$ cat src/rtl/snake_pkg.sv
// snake_pkg -- shared types and helpers for the snake game engine.
//   dir_t   : movement direction (UP, DOWN, LEFT, RIGHT)
//   state_t : step sequencer states (IDLE, CALC, COMMIT, OVER)
//   pos_t   : grid cell {x, y}, sized for the largest supported grid (64x64);
//             smaller grids keep the upper coordinate bits at zero.
package snake_pkg;

    localparam int COORD_W = 6;

    typedef enum logic [1:0] {
        UP    = 2'd0,
        DOWN  = 2'd1,
        LEFT  = 2'd2,
        RIGHT = 2'd3
    } dir_t;

    typedef enum logic [1:0] {
        IDLE   = 2'd0,
        CALC   = 2'd1,
        COMMIT = 2'd2,
        OVER   = 2'd3
    } state_t;

    typedef struct packed {
        logic [COORD_W-1:0] x;
        logic [COORD_W-1:0] y;
    } pos_t;

    // Cell (i, 0): the initial snake lies along row 0.
    function automatic pos_t init_pos(input int i);
        pos_t p;
        p.x = COORD_W'(i);
        p.y = '0;
        return p;
    endfunction

    function automatic logic is_opposite(input dir_t a, input dir_t b);
        return ((a == UP)   && (b == DOWN))  || ((a == DOWN)  && (b == UP)) ||
               ((a == LEFT) && (b == RIGHT)) || ((a == RIGHT) && (b == LEFT));
    endfunction

    // One step in direction d on a w x h torus.
    function automatic pos_t step_pos(input pos_t p, input dir_t d, input int w, input int h);
        pos_t n;
        n = p;
        case (d)
            UP:      n.y = (p.y == '0) ? COORD_W'(h - 1) : p.y - COORD_W'(1);
            DOWN:    n.y = (p.y == COORD_W'(h - 1)) ? '0 : p.y + COORD_W'(1);
            LEFT:    n.x = (p.x == '0) ? COORD_W'(w - 1) : p.x - COORD_W'(1);
            default: n.x = (p.x == COORD_W'(w - 1)) ? '0 : p.x + COORD_W'(1);
        endcase
        return n;
    endfunction

    function automatic logic in_grid(input pos_t p, input int w, input int h);
        return (int'(p.x) < w) && (int'(p.y) < h);
    endfunction

    // Row-major bitmap index.
    function automatic int cell_idx(input pos_t p, input int w);
        return int'(p.y) * w + int'(p.x);
    endfunction

endpackage

$ cat src/rtl/snake_body_buf.sv
// snake_body_buf -- circular buffer holding the snake body, tail to head.
//   clk, reset    : clock, asynchronous active-low reset
//   init_i        : synchronous re-initialisation to the starting body
//   push_i        : append push_pos_i as the new head entry
//   pop_i         : drop the tail entry (may coincide with push_i)
//   tail_pos_o    : registered copy of the tail entry; it follows a pop one
//                   cycle later, which the engine's IDLE cycle always covers
module snake_body_buf
    import snake_pkg::*;
#(
    parameter int MAX_LEN  = 32,
    parameter int INIT_LEN = 3
) (
    input  logic clk,
    input  logic reset,
    input  logic init_i,
    input  logic push_i,
    input  logic pop_i,
    input  pos_t push_pos_i,
    output pos_t tail_pos_o
);

    localparam int PW = $clog2(MAX_LEN);

    pos_t          mem_q [MAX_LEN];
    logic [PW-1:0] head_ptr_q;
    logic [PW-1:0] tail_ptr_q;
    logic [PW-1:0] head_ptr_nxt;
    logic [PW-1:0] tail_ptr_nxt;
    pos_t          tail_pos_q;

    // Depth need not be a power of two, so wrap explicitly.
    assign head_ptr_nxt = (head_ptr_q == PW'(MAX_LEN - 1)) ? '0 : head_ptr_q + PW'(1);
    assign tail_ptr_nxt = (tail_ptr_q == PW'(MAX_LEN - 1)) ? '0 : tail_ptr_q + PW'(1);

    // Entries are individual flops so the starting body can be preloaded.
    generate
        for (genvar gi = 0; gi < MAX_LEN; gi++) begin : g_entry
            localparam pos_t INIT_ENTRY = (gi < INIT_LEN) ? init_pos(gi) : '0;
            always_ff @(posedge clk or negedge reset) begin
                if (!reset) begin
                    mem_q[gi] <= INIT_ENTRY;
                end else if (init_i) begin
                    mem_q[gi] <= INIT_ENTRY;
                end else if (push_i && (head_ptr_nxt == PW'(gi))) begin
                    mem_q[gi] <= push_pos_i;
                end
            end
        end
    endgenerate

    always_ff @(posedge clk or negedge reset) begin
        if (!reset) begin
            head_ptr_q <= PW'(INIT_LEN - 1);
            tail_ptr_q <= '0;
            tail_pos_q <= init_pos(0);
        end else if (init_i) begin
            head_ptr_q <= PW'(INIT_LEN - 1);
            tail_ptr_q <= '0;
            tail_pos_q <= init_pos(0);
        end else begin
            if (push_i) head_ptr_q <= head_ptr_nxt;
            if (pop_i)  tail_ptr_q <= tail_ptr_nxt;
            tail_pos_q <= mem_q[tail_ptr_q];
        end
    end

    assign tail_pos_o = tail_pos_q;

endmodule

$ cat src/rtl/snake_engine.sv
// snake_engine -- snake game core: direction control, stepping, growth,
// self-collision detection, food placement and a registered pixel query.
//   clk, reset                    : clock, asynchronous active-low reset
//   tick                          : one-cycle step request (honoured in IDLE)
//   btn_up/down/left/right        : level direction requests
//   restart                       : synchronous re-initialisation
//   food_valid, food_x, food_y    : candidate food cell, taken while food_req
//   food_req                      : no food currently placed
//   rd_x, rd_y -> rd_pix, rd_food : occupancy/food lookup, one cycle latency
//   head_x, head_y, length        : current head cell and snake length
//   busy, ate, game_over          : step in progress, food eaten, dead
module snake_engine
    import snake_pkg::*;
#(
    parameter int GRID_W   = 16,
    parameter int GRID_H   = 8,
    parameter int MAX_LEN  = 32,
    parameter int INIT_LEN = 3,
    localparam int XW = $clog2(GRID_W),
    localparam int YW = $clog2(GRID_H),
    localparam int LW = $clog2(MAX_LEN + 1)
) (
    input  logic          clk,
    input  logic          reset,
    input  logic          tick,
    input  logic          btn_up,
    input  logic          btn_down,
    input  logic          btn_left,
    input  logic          btn_right,
    input  logic          restart,
    input  logic          food_valid,
    input  logic [XW-1:0] food_x,
    input  logic [YW-1:0] food_y,
    output logic          food_req,
    input  logic [XW-1:0] rd_x,
    input  logic [YW-1:0] rd_y,
    output logic          rd_pix,
    output logic          rd_food,
    output logic [XW-1:0] head_x,
    output logic [YW-1:0] head_y,
    output logic [LW-1:0] length,
    output logic          busy,
    output logic          ate,
    output logic          game_over
);

    localparam int NCELL = GRID_W * GRID_H;
    localparam int IW    = $clog2(NCELL);
    // Starting body occupies cells 0..INIT_LEN-1 of row 0.
    localparam logic [NCELL-1:0] INIT_MAP = {{(NCELL - INIT_LEN){1'b0}}, {INIT_LEN{1'b1}}};

    state_t           state_q,    state_d;
    dir_t             dir_q,      dir_d;
    pos_t             head_q,     head_d;
    pos_t             next_q,     next_d;
    logic             grow_q,     grow_d;
    logic             eat_q,      eat_d;
    logic [LW-1:0]    len_q,      len_d;
    pos_t             food_q,     food_d;
    logic             food_vld_q, food_vld_d;
    logic [NCELL-1:0] map_q,      map_d;
    logic             rd_pix_q,   rd_pix_d;
    logic             rd_food_q,  rd_food_d;

    pos_t tail_pos;
    pos_t step_nxt;
    pos_t pend_head;
    pos_t food_in;
    pos_t rd_pos;
    dir_t btn_dir;
    logic btn_any;
    logic step_eat;
    logic step_grow;
    logic step_hit;
    logic food_ok;
    logic rd_ok;
    logic buf_push;
    logic buf_pop;

    snake_body_buf #(
        .MAX_LEN  (MAX_LEN),
        .INIT_LEN (INIT_LEN)
    ) u_body (
        .clk        (clk),
        .reset      (reset),
        .init_i     (restart),
        .push_i     (buf_push),
        .pop_i      (buf_pop),
        .push_pos_i (next_q),
        .tail_pos_o (tail_pos)
    );

    always_comb begin
        state_d    = state_q;
        dir_d      = dir_q;
        head_d     = head_q;
        next_d     = next_q;
        grow_d     = grow_q;
        eat_d      = eat_q;
        len_d      = len_q;
        food_d     = food_q;
        food_vld_d = food_vld_q;
        map_d      = map_q;
        buf_push   = 1'b0;
        buf_pop    = 1'b0;

        // Highest-priority pressed button wins; a reversal is dropped.
        btn_any = btn_up | btn_down | btn_left | btn_right;
        if (btn_up)        btn_dir = UP;
        else if (btn_down) btn_dir = DOWN;
        else if (btn_left) btn_dir = LEFT;
        else               btn_dir = RIGHT;

        step_nxt  = step_pos(head_q, dir_q, GRID_W, GRID_H);
        step_eat  = food_vld_q && (step_nxt == food_q);
        step_grow = step_eat && (len_q < LW'(MAX_LEN));
        // The tail cell is vacated in the same commit unless the snake grows.
        step_hit  = map_q[IW'(cell_idx(step_nxt, GRID_W))] &&
                    !(!step_grow && (step_nxt == tail_pos));

        case (state_q)
            IDLE: begin
                if (btn_any && !is_opposite(btn_dir, dir_q)) dir_d = btn_dir;
                if (tick) state_d = CALC;
            end
            CALC: begin
                next_d  = step_nxt;
                grow_d  = step_grow;
                eat_d   = step_eat;
                state_d = step_hit ? OVER : COMMIT;
            end
            COMMIT: begin
                head_d   = next_q;
                buf_push = 1'b1;
                buf_pop  = !grow_q;
                // Clear before set: the new head may land on the old tail.
                if (!grow_q) map_d[IW'(cell_idx(tail_pos, GRID_W))] = 1'b0;
                map_d[IW'(cell_idx(next_q, GRID_W))] = 1'b1;
                if (grow_q) len_d = len_q + LW'(1);
                if (eat_q)  food_vld_d = 1'b0;
                state_d  = IDLE;
            end
            default: begin
                // OVER: everything frozen until restart.
            end
        endcase

        // Food placement. A cell about to become the head is refused too,
        // otherwise food could end up hidden under the body.
        food_in = '0;
        food_in.x[XW-1:0] = food_x;
        food_in.y[YW-1:0] = food_y;
        pend_head = (state_q == CALC) ? step_nxt : next_q;
        food_ok = 1'b0;
        if (in_grid(food_in, GRID_W, GRID_H)) begin
            food_ok = !map_q[IW'(cell_idx(food_in, GRID_W))] &&
                      !(busy && (food_in == pend_head));
        end
        if (!food_vld_q && food_valid && food_ok) begin
            food_vld_d = 1'b1;
            food_d     = food_in;
        end

        rd_pos = '0;
        rd_pos.x[XW-1:0] = rd_x;
        rd_pos.y[YW-1:0] = rd_y;
        rd_ok     = in_grid(rd_pos, GRID_W, GRID_H);
        rd_pix_d  = 1'b0;
        rd_food_d = 1'b0;
        if (rd_ok) begin
            rd_pix_d  = map_q[IW'(cell_idx(rd_pos, GRID_W))];
            rd_food_d = food_vld_q && (food_q == rd_pos);
        end

        if (restart) begin
            state_d    = IDLE;
            dir_d      = RIGHT;
            head_d     = init_pos(INIT_LEN - 1);
            next_d     = init_pos(INIT_LEN - 1);
            grow_d     = 1'b0;
            eat_d      = 1'b0;
            len_d      = LW'(INIT_LEN);
            food_d     = '0;
            food_vld_d = 1'b0;
            map_d      = INIT_MAP;
            rd_pix_d   = 1'b0;
            rd_food_d  = 1'b0;
            buf_push   = 1'b0;
            buf_pop    = 1'b0;
        end
    end

    always_ff @(posedge clk or negedge reset) begin
        if (!reset) begin
            state_q    <= IDLE;
            dir_q      <= RIGHT;
            head_q     <= init_pos(INIT_LEN - 1);
            next_q     <= init_pos(INIT_LEN - 1);
            grow_q     <= 1'b0;
            eat_q      <= 1'b0;
            len_q      <= LW'(INIT_LEN);
            food_q     <= '0;
            food_vld_q <= 1'b0;
            map_q      <= INIT_MAP;
            rd_pix_q   <= 1'b0;
            rd_food_q  <= 1'b0;
        end else begin
            state_q    <= state_d;
            dir_q      <= dir_d;
            head_q     <= head_d;
            next_q     <= next_d;
            grow_q     <= grow_d;
            eat_q      <= eat_d;
            len_q      <= len_d;
            food_q     <= food_d;
            food_vld_q <= food_vld_d;
            map_q      <= map_d;
            rd_pix_q   <= rd_pix_d;
            rd_food_q  <= rd_food_d;
        end
    end

    assign food_req  = !food_vld_q;
    assign rd_pix    = rd_pix_q;
    assign rd_food   = rd_food_q;
    assign head_x    = head_q.x[XW-1:0];
    assign head_y    = head_q.y[YW-1:0];
    assign length    = len_q;
    assign busy      = (state_q == CALC) || (state_q == COMMIT);
    assign ate       = (state_q == COMMIT) && eat_q;
    assign game_over = (state_q == OVER);

endmodule

$ cat config.mk
export PLATFORM = sky130hd
export DESIGN_NAME = snake_engine
export DESIGN_NICKNAME = d
export VERILOG_FILES = /design/src/rtl/snake_pkg.sv /design/src/rtl/snake_body_buf.sv /design/src/rtl/snake_engine.sv
export SDC_FILE = /design/constraint.sdc
export NUM_CORES = 1
export LEC_CHECK = 0
export ABC_CLOCK_PERIOD_IN_PS = 4500
export CORE_ASPECT_RATIO = 2
export CORE_MARGIN = 1.5
export CORE_UTILIZATION = 55
export CTS_CLUSTER_DIAMETER = 50
export DETAILED_ROUTE_END_ITERATION = 7
export DONT_BUFFER_PORTS = 1
export HOLD_SLACK_MARGIN = 0.15
export PLACE_DENSITY = 0.68
export SLEW_MARGIN = 20
export SYNTH_ARGS = -nofsm -noshare
export SYNTH_HDL_FRONTEND = slang
export SYNTH_SLANG_ARGS = --single-unit
$ cat constraint.sdc
create_clock -name clk -period 4.5 [get_ports clk]
set_clock_uncertainty 0.15 [all_clocks]
set_input_delay 0.675 -clock clk [delete_from_list [all_inputs] [get_ports clk]]
set_output_delay 0.675 -clock clk [all_outputs]
set_load 0.02 [all_outputs]
==> results.tsv, run 1 <==
metric	value	unit
status	finished clean	
finalSetupViolCount	0	
totalWireLength	89800	um
io_pins	42	
tritoncts	done	
async_flop_share	1.00	
critPathLaunchType	flip-flop	
maxCapViolCount	0	
worstMarginPinSlew	1.14	ns
die_y	339	um
drc	0	
cp_data_required_time	4.86	ns
first_pass_iters	7	
ys.flop_type	dfrtp_1	
dieArea	57900	um^2
fin_crit_sh	0.890	
port_buffers	0	
drt_iter0_drc	1611	
clock_latency	0.62	ns
cts_buffer_depth	3	
r2r_start	head_x[1]	
syn_area	31000	um^2
rsz0062_at_grt	false	
min_path_type	in -> reg	
crit_start	head_x[1]	
nNetsFinal	2714	
viasPerCell	6.32	
cts.reportedPaths.clkPinSlew	0.07	ns
mostFrequentLayoutCell	dfrtp_1	
rr_worst_depth	12	
r2r-end	state_q[0]	
cts_resized	0	
core	55600	um^2
gp_congestion	0.986	
synth.avg_cell_area	11.4	um^2
multi_input_area	15400	um^2
regToRegSetupSlack	0.49	ns
ys.warnings.count	0	
synth.distinct_cells	71	
ys_seq_elements	580	
dp_hpwl	57900	um
syn_nets	2763	
grt_use_total	0.323	
seq_area_frac_synth	0.469	
ir_drop	0.331	mV
num_rows	122	
final_cell_mix	dfrtp_1 (563), nor2_1 (498), mux2i_1 (450), mux4_2 (205), nand2_1 (159)	
finalNonFillerCells	3455	
place_inst	3275	
final_max_slew_viol_count	0	
syn2layout_area_growth	10.1	%
grt_pass1_vias	23000	
maxSlewHeadroom	0.240	
hold_ws	0.169	ns
place_area	31400	um^2
drtAntennaViolNets	0	
die_w	171	um
cts_buffers	52	
synth-edff-count	0	
cp_max_fo	11	
grt_pass1_wl	139000	um
end_kind	flip-flop	
design_area	34100	um^2
routed_wire_length_per_instance	26.0	um
grt_overflow	0	
tns	0	ns
cts_sinks	580	
power_density	370	nW/um^2
path_class	reg -> reg	
critPathCapture	state_q[0]	
antennaDiodeCount	0	
start_util	0.558	
p_leak	14.6	nW
fillers	4511	
antenna_found_initial	2	
cts_root_buf	clkbuf_16	
fin_util	0.614	
critPathArrivalTime	4.37	ns
report.final.hold_viol_count	0	
vias	21800	
layout-drive-gt1-share	0.150	
htreeDepth	2	
regArea	14500	um^2
grt_max_degree	581	
layout_min_cycle_time	4.01	ns
timing.fmax	250	MHz
netlist_instances	2717	
## state kept, by name, indices dropped and copies added, names as in the netlist
name / flops
rd_pix: 1
head_y: 3
dir_q: 2
map_q: 128
food_vld_q: 1
u_body.tail_ptr_q: 5
state_q: 2
food_q: 7
eat_q: 1
rd_food: 1
head_x: 4
grow_q: 1
u_body.head_ptr_q: 5
head_q: 5
length: 6
u_body.mem_q: 384
u_body.tail_pos_o: 12
next_q: 12
## layer usage
metal / wire length (um) / up-vias / GRT usage / part of all wire
li1: - / 9539 / - / -
met1: 29800 / 11100 / 0.332 / 0.33
met2: 47300 / 827 / 0.566 / 0.53
met3: 4410 / 385 / 0.0599 / 0.049
met4: 8410 / 4 / 0.258 / 0.094
met5: 22 / - / 0 / 0.00024
## cell type report
cell class,instances,share of cell area
inverter,21,0.00231
timing repair buffer,147,0.0430
tap,744,0.0273
multi-input combinational,1866,0.451
clock inverter,29,0.00880
clock buffer,68,0.0419
sequential,580,0.426
## worst max-delay path, stage by stage (launching register included)
cell	delay, ns
dfstp_2	0.47
inv_1	0.12
ha_1	0.27
or4b_2	0.61
a21oi_1	0.17
mux2_2	0.44
ha_1	0.44
a311oi_1	0.24
and4_1	0.35
a31oi_1	0.07
nand4_1	0.12
a21boi_0	0.12
o41ai_2	0.34
## cell usage after synthesis (10+ instances only)
| cell type | number | share of area |
|---|---|---|
| a21oi_1 | 23 | 0.0037 |
| a31oi_1 | 13 | 0.0026 |
| buf_1 | 74 | 0.0090 |
| buf_2 | 10 | 0.0016 |
| buf_4 | 12 | 0.0029 |
| clkbuf_1 | 150 | 0.018 |
| dfrtp_1 | 568 | 0.46 |
| dfstp_2 | 12 | 0.010 |
| ha_1 | 20 | 0.0081 |
| inv_1 | 20 | 0.0024 |
| mux2i_1 | 450 | 0.15 |
| mux4_2 | 205 | 0.15 |
| nand2_1 | 159 | 0.019 |
| nand2b_1 | 14 | 0.0028 |
| nand3_1 | 77 | 0.012 |
| nand4_1 | 18 | 0.0036 |
| nor2_1 | 498 | 0.060 |
| nor2b_1 | 77 | 0.016 |
| nor3_1 | 24 | 0.0039 |
| o211ai_1 | 38 | 0.0092 |
| o21ai_0 | 78 | 0.013 |
| xnor2_1 | 29 | 0.0082 |
| xor2_1 | 22 | 0.0062 |
## cell families (layout without fill, tap and decap cells)
group	count (synthesis)	count (layout)	share of synthesized area
compound gates	209	209	0.0440
xor+xnor	51	51	0.0144
fa+ha+maj	23	23	0.0100
buf+inv	271	265	0.0354
flops	580	580	0.469
mux	663	663	0.297
simple gates	920	920	0.130
## metrics by stage
stage | power, mW | worst slack [ns]
CTS | 12.5 | 0.553
finish | 12.6 | 0.494
floorplan | 7.28 | 0.878
detailed placement | 7.87 | 0.566
global placement | 7.84 | 0.585
global route | 13.1 | 0.352
## worst min-delay path by stage
stage               startpoint         end  slack [ns]  cells past startpoint
floorplan                reset       eat_q        0.23                      0
global placement         reset  map_q[115]        0.25                      0
detailed placement       reset   map_q[93]        0.25                      0
CTS                      reset   map_q[93]       -0.40                      0
global route          btn_left    dir_q[0]        0.19                      3
finish                btn_left    dir_q[0]        0.17                      3
## where the power goes
part | switching [mW] | total [mW] | internal (mW)
Combinational | 1.61 | 2.44 | 0.834
Sequential | 0.292 | 5.59 | 5.30
Clock | 2.09 | 4.58 | 2.50
Total | 3.99 | 12.6 | 8.63
## what timing repair did
| action | in CTS | in global routing |
|---|---|---|
| endpoints found under the hold margin | 860 | 407 |
| endpoints found under the setup margin | 0 | 0 |
| hold buffers | 77 | 2 |
| setup buffers | 0 | 0 |
Note: power is estimated with default switching activity, not from simulation.
==> run 2, diff against run 1 <==
ABC_CLOCK_PERIOD_IN_PS = 3200   (was 4500)
PLACE_DENSITY = 0.71   (was 0.68)
clock period = 3.2 ns   (was 4.5 ns; I/O delays follow)
==> results.tsv, run 2 (synthesis gave the netlist of run 1 again) <==
metric	value	unit	change
status	complete, but fails checks		
violations	hold timing, slew limit, setup timing		
final_max_slew_viol_count	186		+186
grt_pass1_wl	147000	um	+5.4%
fin_ws	-0.180	ns	-0.674 ns
htreeDepth	2		unchanged
place_area	33200	um^2	+5.6%
cpPeakStageDelay	0.64	ns	+0.03 ns
totalWireLength	95100	um	+5.9%
die_w	171	um	unchanged
p_total	18.5	mW	+47%
design_area	36600	um^2	+7.2%
fillers	4323		-4.2%
path_class	reg -> reg		
worstPathCellList	mux4_2 > mux4_2 > mux4_2 > mux2i_4 > nand3_4 > a21oi_4 > buf_12 > mux2i_4 > nor2_1		
end_kind	flip-flop		
cts_sinks	580		unchanged
drtAntennaViolNets	0		unchanged
dp_hpwl	63500	um	+9.6%
cts_buffers	53		+1.9%
drc	0		unchanged
syn2layout_area_growth	18.1	%	
core	55600	um^2	unchanged
crit_path_frequent_cell	mux4_2		
dieArea	57900	um^2	unchanged
grt_overflow	0		unchanged
maxSlewHeadroom	-0.160		-0.400
tns	-1.18	ns	-1.18 ns
cts.reportedPaths.clkPinSlew	0.06	ns	about the same
cts_root_buf	clkbuf_16		
post-place-ws	-0.288	ns	-0.854 ns
fin_crit_sh	1.06		+0.166
combPwrFrac	0.242		+0.048
place_inst	3483		+6.4%
power_density	505	nW/um^2	+37%
cts_buffer_depth	3		unchanged
finalSetupViolCount	10		+10
drt_iter0_drc	1702		+5.6%
mostFrequentLayoutCell	dfrtp_1		
gp_congestion	0.955		-3.2%
hold_ws	-0.568	ns	-0.737 ns
largest_reg_flops	384		unchanged
grt_pass1_vias	24900		+8.4%
io_pins	42		unchanged
clock_latency	0.61	ns	about the same
p_clk_frac	0.345		-0.018
critPathLaunchType	flip-flop		
antenna_found_initial	3		+1
cp_max_fo	8		-3
critPathArrivalTime	3.72	ns	-0.65 ns
grt_use_total	0.338		+0.0156
internal_power	12.8	mW	+49%
final_cell_mix	dfrtp_1 (563), nor2_1 (496), mux2i_1 (446), buf_4 (265), mux4_2 (205)		
p_leak	16.1	nW	+10%
port_buffers	0		unchanged
switching_share	0.306		-0.0102
p_switching	5.66	mW	+42%
cp_data_required_time	3.54	ns	-1.32 ns
regMostFlops	u_body.mem_q		
num_rows	122		unchanged
start_util	0.558		unchanged
viasPerCell	6.22		-1.6%
layout_min_cycle_time	3.38	ns	-0.626 ns
layout-drive-gt1-share	0.220		+0.0703
maxCapViolCount	0		unchanged
nNetsFinal	2986		+10%
finalNonFillerCells	3726		+7.8%
crit_path_top_delay_cell	mux4_2		
tritoncts	done		
worstMarginPinSlew	1.74	ns	+0.600 ns
report.final.hold_viol_count	579		+579
timing.fmax	296	MHz	+19%
first_pass_iters	5		-2
grt_max_degree	581		unchanged
ir_drop	0.405	mV	+22%
reg.largest.list	u_body.mem_q x384, map_q x128		
routed_wire_length_per_instance	25.5	um	-1.8%
pwr-share-seq	0.413		-0.030
rsz0062_at_grt	true		
die_y	339	um	unchanged
min_path_type	in -> async		
vias	23200		+6.1%
## run 2: cell count changes in the layout (fill, tap and decap cells not counted), moves of 4 or more
cell	before	now
clkbuf_1	9	16
buf_16	7	1
clkinv_2	16	6
buf_6	0	7
ha_1	20	15
mux2i_1	450	446
buf_4	62	265
dlygate4sd3_1	75	128
clkbuf_8	7	13
buf_12	3	16
## run 2: per-stage QoR
stage                     hold slack [ns]   util
after floorplan                    0.0344      -
after CTS                          -0.574  0.655
after global routing               -0.586  0.659
final                              -0.568  0.659
after detailed placement           0.0596  0.598
after global placement             0.0613  0.598
## run 2: area by class of cell
| type | instances | area [um^2] | area share |
|---|---|---|---|
| antenna | 1 | 2.50 | 0.0000684 |
| multi-input combinational | 1866 | 15600 | 0.427 |
| tap | 744 | 931 | 0.0254 |
| clock inverter | 14 | 141 | 0.00386 |
| sequential | 580 | 14500 | 0.397 |
| timing repair buffer | 418 | 3710 | 0.101 |
| inverter | 21 | 83.8 | 0.00229 |
| clock buffer | 82 | 1570 | 0.0428 |
## run 2: power by group through the flow
stage                     sequential (mW)  clock, mW  combinational (mW)
after floorplan                      7.65          0                2.64
after global placement               7.77          0                3.90
after detailed placement             7.77          0                3.95
after CTS                            7.64       6.50                4.27
after global routing                 7.64       6.75                4.71
final                                7.64       6.37                4.48
## run 2: path summary, 6_finish.rpt
check                                     to              start  depth (start not counted)  slack (ns)
setup / recovery                   food_q[7]          map_q[11]                          9       -0.18
hold / removal                    map_q[119]              reset                          0       -0.57
setup reg to reg                   food_q[7]          map_q[11]                          9       -0.18
hold reg to reg            u_body.mem_q[232]  u_body.mem_q[232]                          2        0.37
max in group asynchronous          head_x[0]              reset                          0        2.07
min in group clk                   food_q[2]          food_y[2]                          2       -0.11
## run 2: layer usage
| layer | part of all wire | GRT usage |
|---|---|---|
| met1 | 0.33 | 0.345 |
| met2 | 0.52 | 0.588 |
| met3 | 0.052 | 0.0601 |
| met4 | 0.099 | 0.292 |
| met5 | 0.00039 | 0 |
## run 2: what timing repair did
item | in CTS | in global routing
gates cloned | 0 | 0
setup endpoints to repair | 9 | 26
pin swaps | 26 | 10
setup buffers | 14 | 5
hold endpoints to repair | 1088 | 732
resized for setup | 36 | 27
hold buffers | 127 | 3
## run 2: critical path, delay by kind of cell (launching register included)
| family | cells | cell delay (ns) |
|---|---|---|
| muxes | 5 | 2.16 |
| DFF | 1 | 0.41 |
| and+or+nand+nor | 2 | 0.20 |
| AOI/OAI and AO/OA | 1 | 0.19 |
| buffers and inverters | 1 | 0.16 |
==> run 3, diff against run 2 <==
--- a/config.mk
+++ b/config.mk
@@ -13,6 +13,8 @@
 export DETAILED_ROUTE_END_ITERATION = 7
 export DONT_BUFFER_PORTS = 1
+export GPL_TIMING_DRIVEN = 1
 export HOLD_SLACK_MARGIN = 0.15
 export PLACE_DENSITY = 0.71
+export RECOVER_POWER = 50
 export SLEW_MARGIN = 20
 export SYNTH_ARGS = -nofsm -noshare
--- a/constraint.sdc
+++ b/constraint.sdc
@@ -3,3 +3,3 @@
 set_input_delay 0.48 -clock clk [delete_from_list [all_inputs] [get_ports clk]]
 set_output_delay 0.48 -clock clk [all_outputs]
-set_load 0.02 [all_outputs]
+set_load 0.05 [all_outputs]
==> results.tsv, run 3 (synthesis gave the netlist of run 1 again) <==
metric	value	unit	change
internal_power	13.6	mW	+5.9%
finalNonFillerCells	3819		+2.5%
combPwrFrac	0.231		-0.011
cp_max_fo	8		unchanged
pwr-share-seq	0.393		-0.020
r2r_start	map_q[3]		
layout_min_cycle_time	3.46	ns	+0.0752 ns
p_clk_frac	0.376		+0.031
power_density	514	nW/um^2	+1.7%
ir_drop	0.473	mV	+17%
first_pass_iters	6		+1
die_w	171	um	unchanged
p_switching	5.87	mW	+3.7%
cts_buffers	54		+1.9%
mostFrequentLayoutCell	dfrtp_1		
report.final.hold_viol_count	431		-26%
num_rows	122		unchanged
final_max_slew_viol_count	405		+120%
crit_path_frequent_cell	mux4_2		
antenna_found_initial	6		+3
rsz0062_at_grt	true		
cts_root_buf	clkbuf_16		
vias	23800		+2.9%
viasPerCell	6.24		+0.41%
crit_path_top_delay_cell	mux4_2		
p_leak	16.9	nW	+4.9%
nNetsFinal	3073		+2.9%
cp_data_required_time	3.53	ns	about the same
reg.largest.list	u_body.mem_q x384, map_q x128		
largest_reg_flops	384		unchanged
dieArea	57900	um^2	unchanged
worstPathCellList	mux4_2 > mux4_2 > mux4_2 > mux2i_4 > nand3_2 > a21oi_4 > buf_12 > mux2i_1 > nor2_1		
syn2layout_area_growth	22.2	%	
rr_worst_depth	9		unchanged
maxSlewHeadroom	-0.896		-0.736
clock_latency	0.62	ns	about the same
drtAntennaViolNets	0		unchanged
switching_share	0.302		-0.00446
totalWireLength	96700	um	+1.7%
finalSetupViolCount	9		-1
critPathArrivalTime	3.79	ns	+0.07 ns
drc	0		unchanged
timing.fmax	289	MHz	-2.2%
r2r-end	food_q[2]		
grt_overflow	0		unchanged
end_kind	flip-flop		
fin_crit_sh	1.08		+0.0235
dp_hpwl	62100	um	-2.2%
path_class	reg -> reg		
layout-drive-gt1-share	0.205		-0.0150
start_util	0.558		unchanged
regMostFlops	u_body.mem_q		
regToRegSetupSlack	-0.26	ns	-0.08 ns
place_inst	3452		-0.89%
drt_iter0_drc	1880		+10%
tns	-1.73	ns	-0.542 ns
worstMarginPinSlew	2.84	ns	+1.10 ns
cts.reportedPaths.clkPinSlew	0.07	ns	about the same
final_cell_mix	dfrtp_1 (562), nor2_1 (497), mux2i_1 (448), dlygate4sd3_1 (243), buf_4 (227)		
violations	hold timing, slew limit, setup timing		
grt_max_degree	581		unchanged
maxCapViolCount	0		unchanged
status	complete, but fails checks		
min_path_type	in -> async		
die_y	339	um	unchanged
cts_sinks	580		unchanged
cts_buffer_depth	3		unchanged
gp_congestion	0.982		+2.8%
tritoncts	done		
grt_use_total	0.335		-0.00289
hold_ws	-0.584	ns	-0.0163 ns
fin_ws	-0.256	ns	-0.0752 ns
io_pins	42		unchanged
grt_pass1_wl	146000	um	-0.42%
cpPeakStageDelay	0.58	ns	-0.06 ns
p_total	19.5	mW	+5.2%
grt_pass1_vias	25200		+1.2%
htreeDepth	2		unchanged
core	55600	um^2	unchanged
port_buffers	0		unchanged
routed_wire_length_per_instance	25.3	um	-0.80%
critPathLaunchType	flip-flop		
[run 3: changes by cell type in the layout (fill, tap and decap cells not counted), sizes merged]
| cell | change |
|---|---|
| diode | +1 |
| clkinvlp | +2 |
| bufinv | +8 |
| dlygate4sd3 | +115 |
| inv | -2 |
| clkinv | +6 |
| clkbuf | -7 |
| buf | -30 |
[run 3: worst max-delay path, delay by kind of cell (launching register included)]
family | cells | cell delay, ns
AOI/OAI and AO/OA | 1 | 0.21
buffers and inverters | 1 | 0.15
DFF | 1 | 0.40
muxes | 5 | 2.11
and+or+nand+nor | 2 | 0.28
[run 3: worst max-delay path by stage]
stage | cells after the start | startpoint | to
after floorplan | 10 | food_x[1] | food_q[8]
after global placement | 8 | food_x[1] | food_q[0]
after CTS | 12 | head_x[0] | state_q[0]
final | 9 | map_q[3] | food_q[2]
after detailed placement | 8 | food_x[1] | food_q[2]
after global routing | 9 | map_q[36] | food_q[2]
[run 3: per-layer routing]
metal	vias to the layer above	GRT usage	wire length (um)
li1	10300	-	-
met3	488	0.0643	5090
met4	8	0.293	10100
met2	993	0.576	50100
met5	-	0	59
met1	12100	0.344	31400
[run 3: timing repair]
item,4_1_cts,5_1_grt
endpoints found under the hold margin,1088,744
pin swaps,6,5
hold buffers,224,23
gates resized for setup,19,32
cloned,0,1
endpoints found under the setup margin,9,121
setup buffers,5,12
[run 3: cell type report]
type                    count  area, um^2
multi-input cells        1866       15600
fillers                  4075       17700
diodes                      2        5.00
clock inverters            28         443
well taps                 744         931
inverters                  21        87.6
flip-flops and latches    580       14500
clock buffers              74        1580
repair buffers            504        4720
[run 3: metrics by stage]
stage	cell area (um^2)	hold slack, ns	utilization	worst slack [ns]
finish	37900	-0.584	0.681	-0.256
global route	37900	-0.595	0.681	-0.416
CTS	37300	-0.589	0.672	-0.0751
detailed placement	32900	0.0538	0.592	-0.503
global placement	32900	0.0557	0.592	-0.465
floorplan	31100	0.0344	-	-0.0214
[run 3: power groups by stage]
stage	clock network (mW)	registers [mW]	logic, mW
2_1_floorplan	0	7.65	2.67
3_5_place_dp	0	7.76	3.99
4_1_cts	7.39	7.62	4.21
5_1_grt	7.69	7.65	4.71
6_report	7.32	7.65	4.49
3_3_place_gp	0	7.76	3.93
